$ cat src/rtl/bus_pkg.sv
// Shared types and widths for the two-master data-bus arbiter.
// Used by bus_arbiter and bus_arb_idfifo (optional feature macro: BUS_ARB_RR_EN).
package bus_pkg;

    localparam int ADDR_W = 14;
    localparam int DATA_W = 32;
    localparam int BE_W   = 4;

    // Requester identity carried through the outstanding-transfer FIFO.
    typedef logic req_id_t;

    localparam req_id_t ID_M0 = 1'b0;
    localparam req_id_t ID_M1 = 1'b1;

    typedef struct packed {
        logic              we;
        logic [BE_W-1:0]   be;
        logic [ADDR_W-1:0] addr;
        logic [DATA_W-1:0] wdata;
    } bus_cmd_t;

endpackage

$ cat src/rtl/bus_arb_idfifo.sv
// Outstanding-transfer ID FIFO: remembers which requester issued each accepted
// bus command so the in-order responses can be routed back.
module bus_arb_idfifo
    import bus_pkg::*;
#(
    parameter  int DEPTH = 2,
    localparam int CNT_W = $clog2(DEPTH + 1),
    localparam int PTR_W = (DEPTH > 1) ? $clog2(DEPTH) : 1
) (
    input  logic             clk_i,
    input  logic             rst_ni,
    input  logic             push_i,
    input  req_id_t          push_id_i,
    input  logic             pop_i,
    output req_id_t          head_o,
    output logic [CNT_W-1:0] count_o,
    output logic             full_o,
    output logic             empty_o
);

    localparam logic [PTR_W-1:0] LAST_PTR = PTR_W'(DEPTH - 1);
    localparam logic [CNT_W-1:0] FULL_CNT = CNT_W'(DEPTH);

    req_id_t          mem [DEPTH];
    logic [PTR_W-1:0] wr_ptr;
    logic [PTR_W-1:0] rd_ptr;
    logic             push_ok;
    logic             pop_ok;

    assign full_o  = (count_o == FULL_CNT);
    assign empty_o = (count_o == '0);
    assign push_ok = push_i && !full_o;
    assign pop_ok  = pop_i && !empty_o;
    assign head_o  = mem[rd_ptr];

    function automatic logic [PTR_W-1:0] ptr_next(input logic [PTR_W-1:0] ptr);
        return (ptr == LAST_PTR) ? '0 : ptr + 1'b1;
    endfunction

    always_ff @(posedge clk_i or negedge rst_ni) begin
        if (!rst_ni) begin
            wr_ptr  <= '0;
            rd_ptr  <= '0;
            count_o <= '0;
        end else begin
            if (push_ok) wr_ptr <= ptr_next(wr_ptr);
            if (pop_ok)  rd_ptr <= ptr_next(rd_ptr);
            // Simultaneous push and pop leaves the occupancy unchanged.
            if (push_ok && !pop_ok)      count_o <= count_o + 1'b1;
            else if (pop_ok && !push_ok) count_o <= count_o - 1'b1;
        end
    end

    // Entries beyond the occupancy are never read, so storage needs no reset.
    always_ff @(posedge clk_i) begin
        if (push_ok) mem[wr_ptr] <= push_id_i;
    end

endmodule

$ cat src/rtl/bus_arbiter.sv
// Two-requester data-bus arbiter with in-order response routing.
// Define BUS_ARB_RR_EN for round-robin contention handling; default is fixed m0 priority.
module bus_arbiter
    import bus_pkg::*;
#(
    parameter int MAX_OUT = 2
) (
    input  logic              clk_i,
    input  logic              rst_ni,

    input  logic              m0_req_i,
    output logic              m0_gnt_o,
    input  logic              m0_we_i,
    input  logic [BE_W-1:0]   m0_be_i,
    input  logic [ADDR_W-1:0] m0_addr_i,
    input  logic [DATA_W-1:0] m0_wdata_i,
    output logic              m0_rvalid_o,
    output logic [DATA_W-1:0] m0_rdata_o,

    input  logic              m1_req_i,
    output logic              m1_gnt_o,
    input  logic              m1_we_i,
    input  logic [BE_W-1:0]   m1_be_i,
    input  logic [ADDR_W-1:0] m1_addr_i,
    input  logic [DATA_W-1:0] m1_wdata_i,
    output logic              m1_rvalid_o,
    output logic [DATA_W-1:0] m1_rdata_o,

    output logic              bus_req_o,
    output logic              bus_we_o,
    output logic [BE_W-1:0]   bus_be_o,
    output logic [ADDR_W-1:0] bus_addr_o,
    output logic [DATA_W-1:0] bus_wdata_o,
    input  logic              bus_rvalid_i,
    input  logic [DATA_W-1:0] bus_rdata_i,

    output logic              err_o
);

    localparam int CNT_W = $clog2(MAX_OUT + 1);

    bus_cmd_t         m0_cmd;
    bus_cmd_t         m1_cmd;
    bus_cmd_t         bus_cmd;
    logic             any_gnt;
    req_id_t          gnt_id;
    logic             prefer_m1;
    logic             fifo_pop;
    req_id_t          fifo_head;
    logic [CNT_W-1:0] fifo_count;
    logic             fifo_full;
    logic             fifo_empty;
    logic             spurious;

    assign m0_cmd = '{we: m0_we_i, be: m0_be_i, addr: m0_addr_i, wdata: m0_wdata_i};
    assign m1_cmd = '{we: m1_we_i, be: m1_be_i, addr: m1_addr_i, wdata: m1_wdata_i};

`ifdef BUS_ARB_RR_EN
    req_id_t last_id;

    always_ff @(posedge clk_i or negedge rst_ni) begin
        if (!rst_ni)      last_id <= ID_M1;
        else if (any_gnt) last_id <= gnt_id;
    end

    assign prefer_m1 = (last_id == ID_M0);
`else
    assign prefer_m1 = 1'b0;
`endif

    // Full is taken from the registered count only, so a response in this
    // cycle never opens a slot combinationally.
    always_comb begin
        m0_gnt_o = 1'b0;
        m1_gnt_o = 1'b0;
        if (rst_ni && !fifo_full) begin
            if (m0_req_i && m1_req_i) begin
                m1_gnt_o = prefer_m1;
                m0_gnt_o = !prefer_m1;
            end else begin
                m0_gnt_o = m0_req_i;
                m1_gnt_o = m1_req_i;
            end
        end
    end

    assign any_gnt   = m0_gnt_o | m1_gnt_o;
    assign gnt_id    = m1_gnt_o ? ID_M1 : ID_M0;
    assign bus_req_o = any_gnt;

    assign bus_cmd     = m1_gnt_o ? m1_cmd : m0_cmd;
    assign bus_we_o    = bus_cmd.we;
    assign bus_be_o    = bus_cmd.be;
    assign bus_addr_o  = bus_cmd.addr;
    assign bus_wdata_o = bus_cmd.wdata;

    bus_arb_idfifo #(
        .DEPTH (MAX_OUT)
    ) u_idfifo (
        .clk_i     (clk_i),
        .rst_ni    (rst_ni),
        .push_i    (any_gnt),
        .push_id_i (gnt_id),
        .pop_i     (fifo_pop),
        .head_o    (fifo_head),
        .count_o   (fifo_count),
        .full_o    (fifo_full),
        .empty_o   (fifo_empty)
    );

    assign fifo_pop = rst_ni && bus_rvalid_i && !fifo_empty;
    assign spurious = bus_rvalid_i && (fifo_count == '0);

    assign m0_rvalid_o = fifo_pop && (fifo_head == ID_M0);
    assign m1_rvalid_o = fifo_pop && (fifo_head == ID_M1);
    assign m0_rdata_o  = bus_rdata_i;
    assign m1_rdata_o  = bus_rdata_i;

    always_ff @(posedge clk_i or negedge rst_ni) begin
        if (!rst_ni)       err_o <= 1'b0;
        else if (spurious) err_o <= 1'b1;
    end

endmodule

$ cat config.mk
export PLATFORM = sky130hd
export DESIGN_NAME = bus_arbiter
export DESIGN_NICKNAME = d
export VERILOG_FILES = /design/src/rtl/bus_pkg.sv /design/src/rtl/bus_arb_idfifo.sv /design/src/rtl/bus_arbiter.sv
export SDC_FILE = /design/constraint.sdc
export NUM_CORES = 1
export LEC_CHECK = 0
export ABC_CLOCK_PERIOD_IN_PS = 2550
export BUFFER_PORTS_ARGS = -buffer_cell sky130_fd_sc_hd__clkbuf_2
export CAP_MARGIN = 20
export CORE_AREA = 2 2 100 102
export DETAILED_ROUTE_END_ITERATION = 10
export DIE_AREA = 0 0 102 104
export GPL_ROUTABILITY_DRIVEN = 0
export PLACE_DENSITY = 0.6
export RECOVER_POWER = 50
export SLEW_MARGIN = 20
export SYNTH_ARGS = -nofsm -noshare
export SYNTH_HDL_FRONTEND = slang
export SYNTH_SLANG_ARGS = --single-unit
export TNS_END_PERCENT = 100
$ cat constraint.sdc
create_clock -name clk_i -period 2.55 [get_ports clk_i]
set_input_delay 0.1275 -clock clk_i [delete_from_list [all_inputs] [get_ports clk_i]]
set_output_delay 0.1275 -clock clk_i [all_outputs]
set_load 0.01 [all_outputs]
==> metrics.csv <==
metric,value,unit
outcome,completed,
area of the core,9550,µm²
number of global-route vias before repair,1331,
most used flip-flop cell after synthesis,sky130_fd_sc_hd__dfrtp_1,
number of storage elements in the synthesis netlist,7,
width of the die,102,µm
ANT cells,0,
sequential area share after synthesis,11.2,%
post-synthesis net count,291,
number of max-cap violations,0,
largest net degree at the start of global routing,46,
global-route wire length before repair,5880,µm
clock slew seen by the registers of the worst setup and hold paths,40,ps
fin. max-slew vios,0,
worst-case headroom to the max-slew limit,73.9,%
CTS Buf Count,3,
Pwr per Cell Area,410,nW/µm²
internal cell power,0.581,mW
global router's overall resource usage,6.82,%
die extent in y,104,µm
category of the most critical setup path,input port to output pin,
clock root cell,sky130_fd_sc_hd__clkbuf_8,
cell with the most instances after synthesis,sky130_fd_sc_hd__buf_4,
NetSw,0.310,mW
average wire per cell in the routed design,11.0,µm
maximum clock frequency,0.473,GHz
Synth cell types,19,
share of post-route cells with drive strength above 1,87.6,%
P_leak,1.36,nW
Synth Instances,151,
number of antenna violations at the first check in global routing,0,
Fin Hold WS,144,ps
port buffer count,163,
crit end category,output pin,
number of levels in the clock H-tree,1,
Post-CTS Repair Setup Buffers,0,
Synth async-reset ratio,71.4,%
overall power,0.891,mW
leading cell types by count after synthesis,"64 x sky130_fd_sc_hd__buf_4, 49 x sky130_fd_sc_hd__mux2_4, 6 x sky130_fd_sc_hd__nor2_1",
mean instance size in the synthesized netlist,10.9,µm²
switching share of power,34.8,%
Comb pwr share,60.6,%
"synthesized-area fraction occupied by ao, oa, aoi and oai cells",0.909,%
number of cell rows,36,
count of synthesis-stage warnings from yosys,0,
total half-perimeter wirelength after legalization and detailed placement,3810,µm
cell taking the most area after synthesis,sky130_fd_sc_hd__mux2_4,
remaining antenna violation count after routing,0,
classification of the worst-slack hold path,input port to flip-flop,
Detailed Routing Iterations Pass 1,2,
number of primary I/O pins,260,
DIE AREA,10600,µm²
Final Critical Period,2120,ps
Max IR drop VDD,0.220,mV
number of flops mapped to enable cells by yosys,2,
RSZ-0062 raised after global routing,no,
core occupancy in the finished layout,22.7,%
Cells after DPL,379,
arrival time reported for the critical path endpoint,1990,ps
xor and xnor fraction of the mapped netlist area,2.65,%
multiplexer share of the synthesized area,46.5,%
Post-Syn Area,1650,µm²
starting density of the core,17.3,%
data required time of the worst path,2420,ps
Final TNS setup,0,ps
number of violations reported at the end of detailed-routing iteration 0,14,
transition at the pin with the smallest max-transition slack,390,ps
overflow left after global routing,0,
buffer levels on the longest clock path,2,
layout filler cell count,1056,
sinks on the clock net,7,
clock tree from TritonCTS,done,
final hold viol count,0,
worst-case clock skew,1.33,ps
area added between synthesis and finish,31.5,%
leading post-synthesis cells by cell area,"sky130_fd_sc_hd__mux2_4 45%, sky130_fd_sc_hd__buf_4 29%, sky130_fd_sc_hd__dfrtp_1 7.6%, sky130_fd_sc_hd__edfxtp_1 3.6%, sky130_fd_sc_hd__buf_6 3.4%",
"area fraction in and, or, nand and nor cells after synthesis",4.55,%
dominant combinational cell family by area after synthesis,multiplexers,
maximum fanout count along the critical path,45,
number of gates given a new drive strength after cts,0,
"Clk Latency, worst-skew pair",220,ps
remaining routing DRC violations,0,
count of nets after finishing,392,
"arithmetic-cell share of the synthesized area counting full adders, half adders and majority gates",0.758,%
final standard cell count with taps included and fillers excluded,384,
Seq pwr share,22.4,%
CP Launch Type,input port,
clock network fraction of design power,17.0,%
vias per inst,3.56,
via count,1368,
wire length after detailed routing,4240,µm
Setup Viol. Count Final,0,
"Period Utilization, post-route",83.0,%
area share of the largest cell type after synthesis,44.5,%
## per-layer routing
layer | share of wire (%) | wire (µm) | GRT usage (%)
met1 | 33 | 1400 | 6.48
met2 | 53 | 2250 | 13.7
met3 | 13 | 558 | 2.35
met4 | 0.54 | 23 | 1.24
met5 | 0 | 0 | 0
## kinds of logic (layout without fill, tap and decap cells)
kind of cell | Yosys count | in the layout
buffers and inverters | 73 | 173
multiplexers | 52 | 52
AND/OR/NAND/NOR | 11 | 11
flip-flops | 7 | 7
XOR/XNOR | 5 | 5
AO/OA/AOI/OAI | 2 | 2
adder cells (fa/ha/maj) | 1 | 1
## power by group through the flow
stage	Sequential (mW)	Clock, mW	Combinational [mW]
floorplan	0.193	0	0.458
global placement	0.198	0	0.540
detailed placement	0.202	0	0.549
CTS	0.201	0.157	0.552
global route	0.207	0.167	0.592
finish	0.200	0.151	0.540
## area by class of cell
class                      instances  area [µm²]  area share (%)
clock buffer                       4        45.0            2.07
inverter                           4        15.0           0.691
multi-input combinational         71         915            42.1
tap                              133         166            7.66
sequential                         7         185            8.53
timing repair buffer             165         846            38.9
## layout by cell type, fill, tap and decap left out
master | netlist | layout
sky130_fd_sc_hd__nand3b_1 | 1 | 1
sky130_fd_sc_hd__inv_1 | 4 | 4
sky130_fd_sc_hd__mux2_2 | 2 | 2
sky130_fd_sc_hd__clkbuf_8 | 0 | 3
sky130_fd_sc_hd__dlygate4sd3_1 | 0 | 1
sky130_fd_sc_hd__nand2b_2 | 1 | 1
sky130_fd_sc_hd__mux2_4 | 49 | 49
sky130_fd_sc_hd__nor2_1 | 6 | 6
sky130_fd_sc_hd__and3_1 | 1 | 1
sky130_fd_sc_hd__mux2i_1 | 1 | 1
sky130_fd_sc_hd__nor2b_1 | 1 | 1
sky130_fd_sc_hd__a21o_1 | 1 | 1
sky130_fd_sc_hd__ha_1 | 1 | 1
sky130_fd_sc_hd__clkbuf_2 | 0 | 163
sky130_fd_sc_hd__dfrtp_1 | 5 | 5
sky130_fd_sc_hd__buf_12 | 0 | 1
sky130_fd_sc_hd__xnor2_1 | 3 | 3
sky130_fd_sc_hd__nand4b_4 | 1 | 1
sky130_fd_sc_hd__o211ai_1 | 1 | 1
sky130_fd_sc_hd__edfxtp_1 | 2 | 2
sky130_fd_sc_hd__clkbuf_1 | 0 | 1
sky130_fd_sc_hd__xor2_1 | 2 | 2
## timing repair
item | 4_1_cts | 5_1_grt
hold buffers | 1 | 0
setup endpoints to repair | 0 | 0
endpoints found under the hold margin | 5 | 0
## worst paths after layout
check	from	endpoint	slack, ps	cells past startpoint
min	bus_rvalid_i	err_o	140	2
max reg2reg	u_idfifo.count_o[0]	u_idfifo.count_o[1]	920	7
max	rst_ni	bus_addr_o[5]	430	6
min reg2reg	err_o	err_o	450	1
min in group asynchronous	rst_ni	u_idfifo.count_o[0]	300	2
max in group asynchronous	rst_ni	u_idfifo.wr_ptr	2060	2
## critical path, cell delays in order
cell and delay [ps]:
sky130_fd_sc_hd__dlygate4sd3_1 540, sky130_fd_sc_hd__clkbuf_2 210, sky130_fd_sc_hd__nand4b_4 240, sky130_fd_sc_hd__buf_12 320
sky130_fd_sc_hd__mux2_2 370, sky130_fd_sc_hd__clkbuf_2 130
## metrics by stage
step,setup slack (ps),area [µm²]
finish,434,2170
global placement,719,2120
CTS,404,2170
global route,343,2170
floorplan,1070,1650
detailed placement,655,2120
## registers in the layout, indices dropped and copies added (netlist names)
signal,cells
u_idfifo.count_o,2
err_o,1
u_idfifo.rd_ptr,1
u_idfifo.mem,2
u_idfifo.wr_ptr,1
Note: power is estimated with default switching activity, not from simulation.
